==> config.mk <==
export PLATFORM = sky130hd
export DESIGN_NAME = dmem_arbiter
export DESIGN_NICKNAME = d
export VERILOG_FILES = /design/src/rtl/dmem_pkg.sv /design/src/rtl/dmem_lane_align.sv /design/src/rtl/dmem_arbiter.sv
export SDC_FILE = /design/constraint.sdc
export NUM_CORES = 1
export LEC_CHECK = 0
export BUFFER_PORTS_ARGS = -buffer_cell sky130_fd_sc_hd__clkbuf_2
export CAP_MARGIN = 10
export CORE_UTILIZATION = 30
export DETAILED_ROUTE_END_ITERATION = 7
export GPL_TIMING_DRIVEN = 1
export PLACE_DENSITY_LB_ADDON = 0.3
export SLEW_MARGIN = 25
export SYNTH_ARGS = -nofsm -noshare
export SYNTH_HDL_FRONTEND = slang
export SYNTH_SLANG_ARGS = --single-unit
==> constraint.sdc <==
create_clock -name clk -period 1.82 [get_ports clk]
set_input_delay 0.182 -clock clk [delete_from_list [all_inputs] [get_ports clk]]
set_output_delay 0.182 -clock clk [all_outputs]
set_load 0.005 [all_outputs]
==> src/rtl/dmem_pkg.sv <==
// Shared types and helpers for the data-memory arbiter: size codes, response record, lane rules.
// Pure declarations; no timing or flow-control behaviour of its own.
package dmem_pkg;

    localparam logic [1:0] SZ_B = 2'b00;
    localparam logic [1:0] SZ_H = 2'b01;
    localparam logic [1:0] SZ_W = 2'b10;

    typedef struct packed {
        logic       vld;
        logic       owner;
        logic       we;
        logic [1:0] size;
        logic [1:0] off;
        logic       uns;
        logic       err;
    } rsp_t;

    function automatic logic access_err(input logic [1:0] size, input logic [1:0] off);
        case (size)
            SZ_B:    return 1'b0;
            SZ_H:    return off[0];
            SZ_W:    return off != 2'b00;
            default: return 1'b1;
        endcase
    endfunction

    function automatic logic [3:0] lane_mask(input logic [1:0] size, input logic [1:0] off);
        case (size)
            SZ_B:    return 4'b0001 << off;
            SZ_H:    return off[1] ? 4'b1100 : 4'b0011;
            SZ_W:    return 4'b1111;
            default: return 4'b0000;
        endcase
    endfunction

endpackage

==> src/rtl/dmem_lane_align.sv <==
// Combinational lane logic: store byte-selects and replicated data, load extract with sign/zero extension.
// Zero latency, no flow control; used on both the issue side and the response side.
module dmem_lane_align
    import dmem_pkg::*;
(
    input  logic [1:0]  size_i,
    input  logic [1:0]  off_i,
    input  logic        uns_i,
    input  logic [31:0] wdata_i,
    input  logic [31:0] rdata_i,
    output logic [3:0]  bytesel_o,
    output logic [31:0] wdata_rep_o,
    output logic [31:0] rdata_ext_o,
    output logic        err_o
);

    logic [7:0]  byte_sel;
    logic [15:0] half_sel;

    always_comb begin
        byte_sel    = rdata_i[{off_i, 3'b000} +: 8];
        half_sel    = rdata_i[{off_i[1], 4'b0000} +: 16];
        err_o       = access_err(size_i, off_i);
        bytesel_o   = lane_mask(size_i, off_i);
        wdata_rep_o = wdata_i;
        rdata_ext_o = '0;
        case (size_i)
            SZ_B: begin
                wdata_rep_o = {4{wdata_i[7:0]}};
                rdata_ext_o = {{24{~uns_i & byte_sel[7]}}, byte_sel};
            end
            SZ_H: begin
                wdata_rep_o = {2{wdata_i[15:0]}};
                rdata_ext_o = {{16{~uns_i & half_sel[15]}}, half_sel};
            end
            SZ_W:    rdata_ext_o = rdata_i;
            default: rdata_ext_o = '0;
        endcase
    end

endmodule

==> src/rtl/dmem_arbiter.sv <==
// Round-robin two-port arbiter and access sequencer in front of a byte-laned data memory.
// Grant is combinational and issues every cycle a request is present; response one cycle after grant, no stall.
module dmem_arbiter
    import dmem_pkg::*;
#(
    parameter int ADDR_WIDTH = 14
) (
    input  logic                  clk,
    input  logic                  rst,

    input  logic                  p0_req,
    input  logic                  p0_we,
    input  logic [ADDR_WIDTH+1:0] p0_addr,
    input  logic [1:0]            p0_size,
    input  logic                  p0_unsigned,
    input  logic [31:0]           p0_wdata,
    output logic                  p0_gnt,
    output logic                  p0_rvalid,
    output logic [31:0]           p0_rdata,
    output logic                  p0_err,

    input  logic                  p1_req,
    input  logic                  p1_we,
    input  logic [ADDR_WIDTH+1:0] p1_addr,
    input  logic [1:0]            p1_size,
    input  logic                  p1_unsigned,
    input  logic [31:0]           p1_wdata,
    output logic                  p1_gnt,
    output logic                  p1_rvalid,
    output logic [31:0]           p1_rdata,
    output logic                  p1_err,

    output logic [ADDR_WIDTH-1:0] mem_addr,
    output logic                  mem_we,
    output logic                  mem_re,
    output logic [3:0]            mem_bytesel,
    output logic [31:0]           mem_wdata,
    input  logic [31:0]           mem_rdata
);

    logic                  prio_q, prio_d;
    rsp_t                  rsp_q, rsp_d;

    logic                  any_gnt, issue;
    logic                  sel_we, sel_uns;
    logic [ADDR_WIDTH+1:0] sel_addr;
    logic [1:0]            sel_size;
    logic [31:0]           sel_wdata;
    logic                  iss_err;
    logic [3:0]            iss_bytesel;
    logic [31:0]           iss_wdata;
    logic [31:0]           rsp_ext, rsp_data;

    logic [31:0]           unused_iss_rdata;
    logic [3:0]            unused_rsp_bytesel;
    logic [31:0]           unused_rsp_wdata;
    logic                  unused_rsp_err;

    // Grants are held off while reset is asserted so every output reads 0 during reset.
    assign p0_gnt  = ~rst & p0_req & (~p1_req | ~prio_q);
    assign p1_gnt  = ~rst & p1_req & (~p0_req |  prio_q);
    assign any_gnt = p0_gnt | p1_gnt;

    assign sel_we    = p1_gnt ? p1_we       : p0_we;
    assign sel_uns   = p1_gnt ? p1_unsigned : p0_unsigned;
    assign sel_addr  = p1_gnt ? p1_addr     : p0_addr;
    assign sel_size  = p1_gnt ? p1_size     : p0_size;
    assign sel_wdata = p1_gnt ? p1_wdata    : p0_wdata;

    dmem_lane_align u_issue_align (
        .size_i      (sel_size),
        .off_i       (sel_addr[1:0]),
        .uns_i       (sel_uns),
        .wdata_i     (sel_wdata),
        .rdata_i     (32'h0),
        .bytesel_o   (iss_bytesel),
        .wdata_rep_o (iss_wdata),
        .rdata_ext_o (unused_iss_rdata),
        .err_o       (iss_err)
    );

    // Faulting requests are still granted and answered, but never touch the memory.
    assign issue       = any_gnt & ~iss_err;
    assign mem_we      = issue & sel_we;
    assign mem_re      = issue & ~sel_we;
    assign mem_bytesel = issue ? iss_bytesel : 4'b0000;
    assign mem_wdata   = (issue & sel_we) ? iss_wdata : 32'h0;
    assign mem_addr    = any_gnt ? sel_addr[ADDR_WIDTH+1:2] : '0;

    always_comb begin
        prio_d = prio_q;
        if (p0_gnt) begin
            prio_d = 1'b1;
        end else if (p1_gnt) begin
            prio_d = 1'b0;
        end
        rsp_d.vld   = any_gnt;
        rsp_d.owner = p1_gnt;
        rsp_d.we    = sel_we;
        rsp_d.size  = sel_size;
        rsp_d.off   = sel_addr[1:0];
        rsp_d.uns   = sel_uns;
        rsp_d.err   = iss_err;
    end

    always_ff @(posedge clk or posedge rst) begin
        if (rst) begin
            prio_q <= 1'b0;
            rsp_q  <= '0;
        end else begin
            prio_q <= prio_d;
            rsp_q  <= rsp_d;
        end
    end

    dmem_lane_align u_rsp_align (
        .size_i      (rsp_q.size),
        .off_i       (rsp_q.off),
        .uns_i       (rsp_q.uns),
        .wdata_i     (32'h0),
        .rdata_i     (mem_rdata),
        .bytesel_o   (unused_rsp_bytesel),
        .wdata_rep_o (unused_rsp_wdata),
        .rdata_ext_o (rsp_ext),
        .err_o       (unused_rsp_err)
    );

    assign rsp_data  = (rsp_q.we | rsp_q.err) ? 32'h0 : rsp_ext;

    assign p0_rvalid = rsp_q.vld & ~rsp_q.owner;
    assign p1_rvalid = rsp_q.vld &  rsp_q.owner;
    assign p0_rdata  = p0_rvalid ? rsp_data : 32'h0;
    assign p1_rdata  = p1_rvalid ? rsp_data : 32'h0;
    assign p0_err    = p0_rvalid & rsp_q.err;
    assign p1_err    = p1_rvalid & rsp_q.err;

endmodule
-- After elaboration in Yosys (flattened, before gate mapping)
Index checks and enable logic that the tools add are counted.
- eq/ne operators: 4
- shift-type cells: 3
- mux-type cells: 18
- bitwise operators: 25
- reduce and logical (&&, ||, !) cells: 4
- operators with widths (cell ; count):
    32-bit 2-to-1 mux ; 5
    32-bit one-hot mux with 3 select lines ; 1
    32-bit one-hot mux with 2 select lines ; 1
    32-bit by 6-bit indexed part select with 16-bit output ; 1
    32-bit by 6-bit indexed part select with 8-bit output ; 1
    16-bit 2-to-1 mux ; 1
    14-bit 2-to-1 mux ; 1
    1-bit bitwise AND ; 13
    4-bit one-hot mux with 3 select lines ; 1
    4-bit 2-to-1 mux ; 2
    1-bit NOT ; 8
    2-bit by 1-bit == test with 1-bit output, second input constant ; 2
    2-bit == test, second input constant ; 2
    2-bit logical NOT ; 2
    1-bit 2-to-1 mux ; 4
    1-bit bitwise OR ; 4
    2-bit nonzero test ; 2
    1-bit by 2-bit left shift with 4-bit output, first input constant ; 1
    1-bit one-hot mux with 3 select lines ; 1
    2-bit 2-to-1 mux ; 1
- flip-flop bits (word level): 10
- input bits: 140
- output and inout bits: 122
- word-level logic and storage cells: 62

-- Depth between registers and ports, before layout
Gate-level depths: netlist (run 1).
- word-level depth: 10
- mapped depth: 7
- gate-level depth less buffers: 5

-- Modules after synthesis
Synthesis (run 1) repeated with hierarchy kept, for this count alone.
- cell total of the unflattened synthesis: 648
- area total of the unflattened synthesis: 4669.5 um^2
- by module, submodules not included (module ; instances ; cells an instance ; area an instance (um^2) ; seq. area each (um^2)):
    dmem_lane_align ; 2 ; 187 ; 1287.5 ; 0.0
    dmem_arbiter ; 1 ; 274 ; 2094.5 ; 250.2

-- Worst setup path before layout (run 1)
OpenSTA, ideal clock, no wires.
- path type: flip-flop to output port
- start: reg prio_q
- end: out mem_bytesel[3]
- arrival: 1566 ps
- required time: 1638 ps
- setup slack: 72 ps
- cell stages (with the launch flop): 7
- path buffers: 2
- path through: dfrtp_1 > nand2b_4 > buf_2 > buf_2 > a2111oi_1 > a221oi_1 > a211oi_1
- word-level cells in the longest chain between the ends: 8
- elaborated cells between the ends (all ways): 19
- those cells by class: eq/ne: 2; shift: 1; mux: 6; bitwise: 8; reduce/logical: 2
- RTL lines (item ; RTL line ; source):
    start: declaration ; dmem_arbiter.sv:41 ; logic prio_q, prio_d;
    start signal: assignment ; dmem_arbiter.sv:111 ; prio_q <= prio_d;
    1-bit bitwise OR ; dmem_arbiter.sv:61 ; assign p1_gnt = ~rst & p1_req & (~p0_req | prio_q);
    1-bit bitwise AND ; dmem_arbiter.sv:61 ;
    2-bit 2-to-1 mux or 16-bit 2-to-1 mux (tied branches) ; dmem_arbiter.sv:67, dmem_arbiter.sv:66 ;
    2-bit == test (tied with other cells) ; n/a ;
    1-bit one-hot mux with 3 select lines ; dmem_pkg.sv:20 ; case (size)
    1-bit NOT ; dmem_arbiter.sv:83 ; assign issue = any_gnt & ~iss_err;
    1-bit bitwise AND ; dmem_arbiter.sv:83 ;
    4-bit 2-to-1 mux * ; dmem_arbiter.sv:86 ; assign mem_bytesel = issue ? iss_bytesel : 4'b0000;
    end: declaration ; dmem_arbiter.sv:36 ; output logic [3:0] mem_bytesel,
Every way passes the cells marked *; elsewhere a longest branch is shown, timed or not.

-- Final worst setup path (run 1)
- start: reg prio_q
- end: out mem_wdata[16]
- word-level cells in the longest chain between the ends: 9
- elaborated cells between the ends (all ways): 20
- those cells by class: eq/ne: 2; mux: 7; bitwise: 9; reduce/logical: 2
- RTL lines (item ; RTL line ; source):
    1-bit bitwise OR ; dmem_arbiter.sv:61 ;
    1-bit bitwise AND ; dmem_arbiter.sv:61 ;
    2-bit 2-to-1 mux or 16-bit 2-to-1 mux (tied branches) ; dmem_arbiter.sv:67, dmem_arbiter.sv:66 ;
    2-bit == test (tied with other cells) ; n/a ;
    1-bit one-hot mux with 3 select lines ; dmem_pkg.sv:20 ;
    1-bit NOT ; dmem_arbiter.sv:83 ;
    1-bit bitwise AND ; dmem_arbiter.sv:83 ;
    1-bit bitwise AND ; dmem_arbiter.sv:87 ; assign mem_wdata = (issue & sel_we) ? iss_wdata : 32'h0;
    32-bit 2-to-1 mux * ; dmem_arbiter.sv:87 ;
    end: declaration ; dmem_arbiter.sv:37 ; output logic [31:0] mem_wdata,
Marked as above.

==> impl_metrics.tcl, run 1 <==
set metrics [dict create \
    status "finished, violations left" \
    violations "negative setup slack" \
    routed_wl_um 19000 \
    finalHoldViolCount 0 \
    synth_area_mm2 0.00308 \
    drv.max_cap_violation_count 0 \
    place_inst 853 \
    endpoint_kind "output port" \
    grt_pass1_vias 4706 \
    power.switching_mw 1.17 \
    worst_slew_pin_slew_ns 0.694 \
    p_int_mw 1.43 \
    antenna_left 0 \
    fin_ws_ns -0.459 \
    chipWidth_um 103 \
    cts_buffers 3 \
    slew_viol_final 0 \
    nets 916 \
    preCtsSetupSlack_ns -0.266 \
    vias 5390 \
    yosys.area.top_type_share_pct 11.0 \
    crit_required_ns 1.64 \
    ys_warn_count 0 \
    path_class "flop to output port" \
    clkPwrFrac_pct 10.7 \
    synth_area_leader_cell "mux2i_1" \
    firstDrtPassIters 5 \
    regArea_um2 255 \
    final_cell_mix "181 x clkbuf_2, 81 x buf_2, 61 x buf_4" \
    area_growth_pct 127 \
    synthTopCellsByArea "mux2i_1 11%, nand2_1 8.4%, dfrtp_1 8.1%" \
    rsz0062_at_grt "true" \
    p_leak_nw 3.14 \
    power_density_mw_per_mm2 370 \
    grt_overflow 0 \
    p_seq_share_pct 10.5 \
    max_freq_ghz 0.439 \
    postPlaceCellArea_mm2 0.00492 \
    initial_core_util_pct 31.2 \
    clkTransAtPathRegs_ns 0.05 \
    final_common_cell "clkbuf_2" \
    dieArea_mm2 0.0107 \
    peakVddDrop_v 0.000238 \
    path_cells "and2b_4 -> o21ai_2 -> o22a_2 -> buf_12 -> buf_12 -> a2111oi_4 -> buf_2" \
    finalSetupViolCount 113 \
    multi_input_area_mm2 0.00384 \
    ys_ff_latch 10 \
    drcViolationCount 0 \
    root_buffer "clkbuf_8" \
    postSynthCellCount 444 \
    pin_count 262 \
    gr-usage-met1_pct 33.2 \
    grt.met3_usage_pct 3.02 \
    cts.htree.levels 1 \
    dominantRegCellSynth "dfrtp_1" \
    async_flop_share_pct 100 \
    combPwrFrac_pct 78.7 \
    ys_seq_area_share_pct 8.12 \
    cts_sinks 10 \
    final_util_pct 71.0 \
    top_usage_layer "met2" \
    ys_types 56 \
    antennaDiodeCount 0 \
    grt_max_degree 33 \
    cts_tree "built" \
    cp.arrival_ns 2.10 \
    rows 36 \
    finalInstanceArea_mm2 0.00700 \
    cp-start-kind "flop" \
    drive_gt1_share_pct 74.8 \
    dp_hpwl_um 12000 \
    fill_cells 675 \
    critPathMaxFanout 9 \
    coreArea_mm2 0.00986 \
    clk_latency_ns 0.24 \
    synth_edf_count 0 \
    vias_per_cell 5.94 \
    final_cells 908 \
    min_period_ns 2.28 \
    syn_nets 584 \
    fp.dieH_um 103 \
    grt_use_total_pct 28.7 \
    slew_headroom_pct 53.6 \
    slowest_stage "dfrtp_1" \
    netSwitchingFraction_pct 45.0 \
    synth_area_per_cell_um2 6.94 \
    grt_pass1_wl_um 23600 \
    min_path_type "input pin to async pin" \
    use_met2_pct 52.5 \
    grt_antenna_before_repair 0 \
    io_buffers 261 \
    wl_per_cell_um 20.9 \
    globalplace.congestion 0.906 \
    clock_path_buffers 2 \
    fin_crit_sh_pct 125 \
    critical_path.max_stage_delay_ns 0.39 \
    whs_ns 0.00391 \
    fin_skew_ns 0.00547 \
    drtIter0Drc 225 \
    crit_top_cell "buf_12" \
]
-- power groups by stage --
| stage | logic (mW) | registers [mW] | clock network, mW |
|---|---|---|---|
| after global routing | 2.14 | 0.276 | 0.294 |
| after detailed placement | 1.21 | 0.274 | 0 |
| final | 2.04 | 0.273 | 0.278 |
| after global placement | 1.19 | 0.273 | 0 |
| after CTS | 1.66 | 0.272 | 0.281 |
| after floorplan | 0.686 | 0.260 | 0 |
-- synth_stat cells, types with 4 or more instances --
cell type,number
nand2_1,69
a21oi_1,48
nor2_1,45
mux2i_1,34
clkbuf_1,27
buf_2,18
and3_1,17
o21ai_0,16
a2111oi_2,14
nor3_1,12
a211oi_1,10
dfrtp_1,10
a221oi_1,9
nand3_1,9
o32a_1,9
a2111oi_0,8
a22o_1,8
o221a_2,8
a311oi_1,7
nor4bb_1,7
or3_1,4
-- repair_timing --
| item | 4_1_cts | 5_1_grt |
|---|---|---|
| pin swaps | 49 | 75 |
| gates resized for setup | 164 | 228 |
| gates cloned | 7 | 2 |
| setup buffers | 17 | 33 |
| hold endpoints to repair | 0 | 0 |
| endpoints found under the setup margin | 114 | 116 |
| hold buffers | 0 | 0 |
-- through the flow --
step           setup TNS (ns)  power, mW
6_report               -25.81       2.59
5_1_grt                -33.02       2.71
3_3_place_gp            -4.62       1.46
3_5_place_dp            -4.76       1.48
4_1_cts                -23.67       2.21
2_1_floorplan               0      0.945
-- critical path, delay by kind of cell (launching register included) --
family / cells / cell delay (ns)
buffers and inverters: 3 / 0.48
AND/OR/NAND/NOR: 1 / 0.34
flip-flops: 1 / 0.39
AO/OA/AOI/OAI: 3 / 0.63
-- metal layers --
layer | share of wire, % | vias up | wire [µm]
met4 | 6.2 | 0 | 1180
met3 | 8.2 | 103 | 1550
met2 | 50 | 394 | 9540
met1 | 35 | 2534 | 6720
met5 | 0 | - | 0
li1 | - | 2359 | -
-- final cells by class --
class | instances | area share (%)
clock buffers | 4 | 0.786
inverters | 4 | 0.322
multi-input cells | 376 | 54.9
flip-flops and latches | 10 | 3.65
well taps | 133 | 2.38
repair buffers | 381 | 38.0
-- kinds of logic (layout without fill, tap and decap cells) --
logic type | Yosys count | count (layout) | share of synthesized area (%)
xor+xnor | 4 | 4 | 1.14
mux | 38 | 38 | 12.9
simple gates | 181 | 182 | 28.7
flops | 10 | 10 | 8.12
buf+inv | 59 | 389 | 9.63
compound gates | 152 | 152 | 39.5
-- final timing paths --
path	from	end	slack, ns	cells after the start
worst max-delay path	prio_q	mem_wdata[16]	-0.46	7
worst min-delay path	rst	prio_q	0.004	3
worst max register to register	prio_q	rsp_q[5]	0.32	5
worst min register to register	prio_q	prio_q	0.73	4
max in group asynchronous	rst	rsp_q[5]	1.66	3
min in group clk	p1_unsigned	rsp_q[1]	0.15	3
-- state kept, by name, summed over array words and instances (netlist names) --
register	flops
prio_q	1
rsp_q	9
No activity file was read; power rests on OpenSTA's default activity.
==> inputs of run 2 (changes only) <==
--- a/config.mk
+++ b/config.mk
@@ -11,7 +11,9 @@
 export DETAILED_ROUTE_END_ITERATION = 7
 export GPL_TIMING_DRIVEN = 1
 export PLACE_DENSITY_LB_ADDON = 0.3
+export REMOVE_ABC_BUFFERS = 1
 export SLEW_MARGIN = 25
 export SYNTH_ARGS = -nofsm -noshare
 export SYNTH_HDL_FRONTEND = slang
+export SYNTH_HIERARCHICAL = 1
 export SYNTH_SLANG_ARGS = --single-unit
==> impl_metrics.tcl, run 2 <==
set metrics [dict create \
    final_cells 881 \
    initial_core_util_pct 30.7 \
    critPathMaxFanout 8 \
    antennaDiodeCount 0 \
    root_buffer "clkbuf_16" \
    cts_buffers 3 \
    max_freq_ghz 0.413 \
    fp.dieH_um 110 \
    grt_pass1_wl_um 20000 \
    final_common_cell "clkbuf_2" \
    setup.worst_path.start "prio_q" \
    peakVddDrop_v 0.000269 \
    drcViolationCount 0 \
    slew_viol_final 0 \
    clock_path_buffers 2 \
    grt_use_total_pct 20.8 \
    synth_area_mm2 0.00349 \
    globalplace.congestion 0.826 \
    place_inst 856 \
    path_cells "nor2b_2 -> or2_4 -> mux2_4 -> buf_12 -> nor2_4 -> buf_12 -> mux2_4 -> inv_2 -> a211oi_2 -> buf_2" \
    synth_area_per_cell_um2 7.26 \
    ff2ff_setup_slack_ns 0.24 \
    power_density_mw_per_mm2 361 \
    cts.htree.levels 1 \
    crit_required_ns 1.64 \
    nets 879 \
    postSynthCellCount 480 \
    slew_headroom_pct 76.0 \
    cts_sinks 10 \
    slowest_stage "dfrtp_1" \
    grt_pass1_vias 4117 \
    violations "negative setup slack" \
    ys_warn_count 6 \
    p_total_mw 2.27 \
    vias_per_cell 5.18 \
    area_growth_pct 80.4 \
    critical-path-top-delay-family "multiplexers" \
    firstDrtPassIters 5 \
    pin_count 262 \
    drive_gt1_share_pct 72.5 \
    min_period_ns 2.42 \
    fin_crit_sh_pct 133 \
    critical_path.max_stage_delay_ns 0.38 \
    routed_wl_um 14400 \
    rsz0062_at_grt "true" \
    antenna_left 0 \
    clk_latency_ns 0.23 \
    p_leak_nw 3.36 \
    endpoint_kind "output port" \
    grt_antenna_before_repair 0 \
    min_path_type "input pin to async pin" \
    cts_tree "built" \
    chipWidth_um 110 \
    dieArea_mm2 0.0121 \
    status "finished, violations left" \
    reg_top3 "rsp_q: 9 flops, prio_q: 1 flops" \
    worst-path-buf-inv 4 \
    worstRegToRegCells 5 \
    dp_hpwl_um 10200 \
    coreArea_mm2 0.0114 \
    finalSetupViolCount 102 \
    worst_slew_pin_slew_ns 0.360 \
    finalHoldViolCount 0 \
    final_cell_mix "225 x clkbuf_2, 43 x and2_4, 41 x buf_4" \
    wl_per_cell_um 16.3 \
    r2r-start "prio_q" \
    fin_skew_ns 0.00416 \
    largest_reg_flops 9 \
    io_buffers 261 \
    cp-start-kind "flop" \
    drtIter0Drc 173 \
    rows 39 \
    largest-register "rsp_q" \
    path_class "flop to output port" \
    cp.depth 10 \
    drv.max_cap_violation_count 0 \
    grt_overflow 0 \
    cts_hold_buf 0 \
    grt_max_degree 36 \
    fin_ws_ns -0.600 \
    cp.arrival_ns 2.24 \
    vias 4563 \
    clkTransAtPathRegs_ns 0.04 \
]
-- run 2: repair_timing --
| action | 4_1_cts | 5_1_grt |
|---|---|---|
| pin swaps | 10 | 4 |
| gates cloned | 2 | 1 |
| setup endpoints to repair | 102 | 102 |
| gates resized for setup | 136 | 119 |
| setup buffers | 17 | 2 |
-- run 2: layout make-up --
class	count	area, µm²
inverter	49	184
tap	143	179
timing repair buffer	325	2100
multi-input combinational	350	3490
fill	1011	5080
sequential	10	251
clock buffer	4	88.8
-- run 2: per-layer routing --
layer | share of wire (%) | GRT usage, % | vias to the layer above
li1 | - | - | 2172
met1 | 39 | 23.1 | 2141
met2 | 53 | 40.2 | 220
met3 | 5.9 | 2.73 | 30
met4 | 2.3 | 6.76 | 0
met5 | 0 | 0 | -
-- run 2: worst paths after layout --
| check | endpoint |
|---|---|
| setup / recovery | mem_wdata[12] |
| hold / removal | rsp_q[0] |
| setup reg to reg | rsp_q[1] |
| hold reg to reg | prio_q |
| max in group asynchronous | rsp_q[5] |
| min in group clk | rsp_q[1] |
-- run 2: stage by stage --
stage	utilization, %	setup TNS [ns]	instance area, µm²	worst slack, ns	hold WS (ns)
2_1_floorplan	-	-105.95	3080	-2.15	0.0625
5_1_grt	55.3	-38.17	6290	-0.679	0.175
3_3_place_gp	44.0	-15.59	5000	-0.464	0.372
3_5_place_dp	44.0	-17.57	5000	-0.518	0.372
6_report	55.3	-30.57	6290	-0.600	0.125
4_1_cts	51.1	-29.15	5810	-0.586	0.130
-- run 2: report_power, final --
part / total (mW) / leakage, nW / switching (mW) / internal (mW)
combinational: 1.58 / 3.20 / 0.771 / 0.808
sequential: 0.266 / 0.118 / 0.0232 / 0.243
clock: 0.426 / 0.0442 / 0.0960 / 0.330
-- run 2: tightest hold or removal path, cell delays in order --
cell	delay (ns)
clkbuf_2	0.09
buf_4	0.13
clkinv_1	0.06
buf_4	0.27
==> inputs of run 3 (changes only) <==
--- a/config.mk
+++ b/config.mk
@@ -8,11 +8,12 @@
 export BUFFER_PORTS_ARGS = -buffer_cell sky130_fd_sc_hd__clkbuf_2
 export CAP_MARGIN = 10
 export CORE_UTILIZATION = 30
+export CTS_CLUSTER_DIAMETER = 50
 export DETAILED_ROUTE_END_ITERATION = 7
 export GPL_TIMING_DRIVEN = 1
 export PLACE_DENSITY_LB_ADDON = 0.3
 export REMOVE_ABC_BUFFERS = 1
-export SLEW_MARGIN = 25
+export SLEW_MARGIN = 10
 export SYNTH_ARGS = -nofsm -noshare
 export SYNTH_HDL_FRONTEND = slang
 export SYNTH_HIERARCHICAL = 1
==> constraint.sdc (replaced) <==
create_clock -name clk -period 3.15 [get_ports clk]
set_input_delay 0.315 -clock clk [delete_from_list [all_inputs] [get_ports clk]]
set_output_delay 0.315 -clock clk [all_outputs]
set_load 0.005 [all_outputs]
==> impl_metrics.tcl, run 3 (synthesis results as in run 2) <==
set metrics [dict create \
    status "complete, no violations" \
    firstDrtPassIters 4 \
    drtIter0Drc 191 \
    grt_overflow 0 \
    routed_wl_um 12000 \
    clk_latency_ns 0.23 \
    p_seq_share_pct 16.0 \
    finalHoldViolCount 0 \
    max_freq_ghz 0.358 \
    wl_per_cell_um 14.4 \
    p_leak_nw 2.68 \
    cp-start-kind "input pin" \
    critPathMaxFanout 33 \
    vias 4189 \
    path_class "input pin to output port" \
    final_cell_mix "261 x clkbuf_2, 72 x and2_1, 47 x inv_1" \
    finalSetupViolCount 0 \
    nets 830 \
    min_path_type "input pin to async pin" \
    combPwrFrac_pct 59.4 \
    grt_max_degree 36 \
    rsz0062_at_grt "false" \
    grt_use_total_pct 18.7 \
    min_period_ns 2.80 \
    grt_pass1_wl_um 18000 \
    final_cells 832 \
    slew_viol_final 0 \
    dp_hpwl_um 9820 \
    fin_crit_sh_pct 88.7 \
    largest_reg_flops 9 \
    dieArea_mm2 0.0121 \
    peakVddDrop_v 0.000148 \
    fin_skew_ns 0.000242 \
    fin_ws_ns 0.355 \
    pin_count 262 \
    power_density_mw_per_mm2 209 \
    cp.arrival_ns 2.48 \
    path_cells "clkbuf_2 -> nand2b_4 -> or2_2 -> mux2_2 -> a21oi_1 -> nor2_1 -> nand2b_1 -> buf_4 -> a211oi_1 -> clkbuf_2" \
    fp.dieH_um 110 \
    clkPwrFrac_pct 24.6 \
    drv.max_cap_violation_count 0 \
    slowest_stage "mux2_2" \
    final_common_cell "clkbuf_2" \
    place_inst 828 \
    endpoint_kind "output port" \
    cts-resized-gates 0 \
    cts_tree "built" \
    antenna_left 0 \
    globalplace.congestion 0.884 \
    rows 39 \
    p_int_mw 0.617 \
    crit_top_cell "clkbuf_2" \
    chipWidth_um 110 \
    critical_path.max_stage_delay_ns 0.41 \
    netSwitchingFraction_pct 38.4 \
    power.switching_mw 0.384 \
    drive_gt1_share_pct 51.7 \
    fill_cells 1188 \
    root_buffer "clkbuf_16" \
    crit_required_ns 2.83 \
    area_growth_pct 37.2 \
    io_buffers 261 \
    reg_top3 "rsp_q: 9 flops, prio_q: 1 flops" \
    antennaDiodeCount 0 \
    clkTransAtPathRegs_ns 0.04 \
    cts_sinks 10 \
    largest-register "rsp_q" \
    slew_headroom_pct 49.4 \
    vias_per_cell 5.03 \
    grt_antenna_before_repair 0 \
    grt_pass1_vias 3750 \
    coreArea_mm2 0.0114 \
    cts.htree.levels 1 \
    clock_path_buffers 2 \
    post_cts_buffers 0 \
    preCtsSetupSlack_ns 0.363 \
    cts_hold_buf 0 \
    drcViolationCount 0 \
    initial_core_util_pct 30.7 \
    whs_ns 0.174 \
    cts_buffers 3 \
    worst_slew_pin_slew_ns 0.758 \
    final_util_pct 42.1 \
]
==> run 3: worst max-delay path: cells and delay by family <==
family | cells | cell delay (ns)
simple gates | 4 | 0.83
buf+inv | 3 | 0.52
mux | 1 | 0.41
compound gates | 2 | 0.40
==> run 3: power groups by stage <==
| stage | logic (mW) | registers (mW) | clock network, mW |
|---|---|---|---|
| 6_report | 0.595 | 0.161 | 0.246 |
| 5_1_grt | 0.661 | 0.164 | 0.257 |
| 4_1_cts | 0.599 | 0.161 | 0.248 |
| 3_5_place_dp | 0.596 | 0.163 | 0 |
| 3_3_place_gp | 0.589 | 0.162 | 0 |
| 2_1_floorplan | 0.344 | 0.165 | 0 |
==> run 3: final cells by class <==
| type | instances | area (µm²) | area share (%) |
|---|---|---|---|
| multi-input cells | 350 | 2660 | 55.7 |
| clock buffers | 4 | 88.8 | 1.86 |
| flip-flops and latches | 10 | 250 | 5.23 |
| inverters | 49 | 184 | 3.85 |
| repair buffers | 276 | 1420 | 29.7 |
| well taps | 143 | 179 | 3.74 |
==> run 3: final timing paths <==
| check | from | to | slack, ns | cells after the start |
|---|---|---|---|---|
| max | rst | mem_wdata[14] | 0.35 | 10 |
| min | rst | prio_q | 0.17 | 3 |
| max reg2reg | prio_q | rsp_q[1] | 1.41 | 4 |
| min reg2reg | prio_q | prio_q | 0.74 | 2 |
| max in group asynchronous | rst | rsp_q[1] | 2.77 | 3 |
| min in group clk | p1_unsigned | rsp_q[1] | 0.35 | 2 |
==> run 3: layer usage <==
layer  vias up  global-route usage [%]  part of all wire, %
met5         -                       0                    0
met4         0                    6.10                  2.2
met3        20                    2.61                  7.9
met2       220                    35.4                   51
met1      1878                    21.3                   39
li1       2071                       -                    -
==> run 3: metrics by stage <==
step / instance area, µm² / power [mW] / TNS (ns)
after detailed placement: 4690 / 0.759 / 0
after CTS: 4780 / 1.01 / 0
after floorplan: 3080 / 0.509 / -33.21
after global routing: 4780 / 1.08 / 0
after global placement: 4690 / 0.751 / 0
final: 4780 / 1.00 / 0
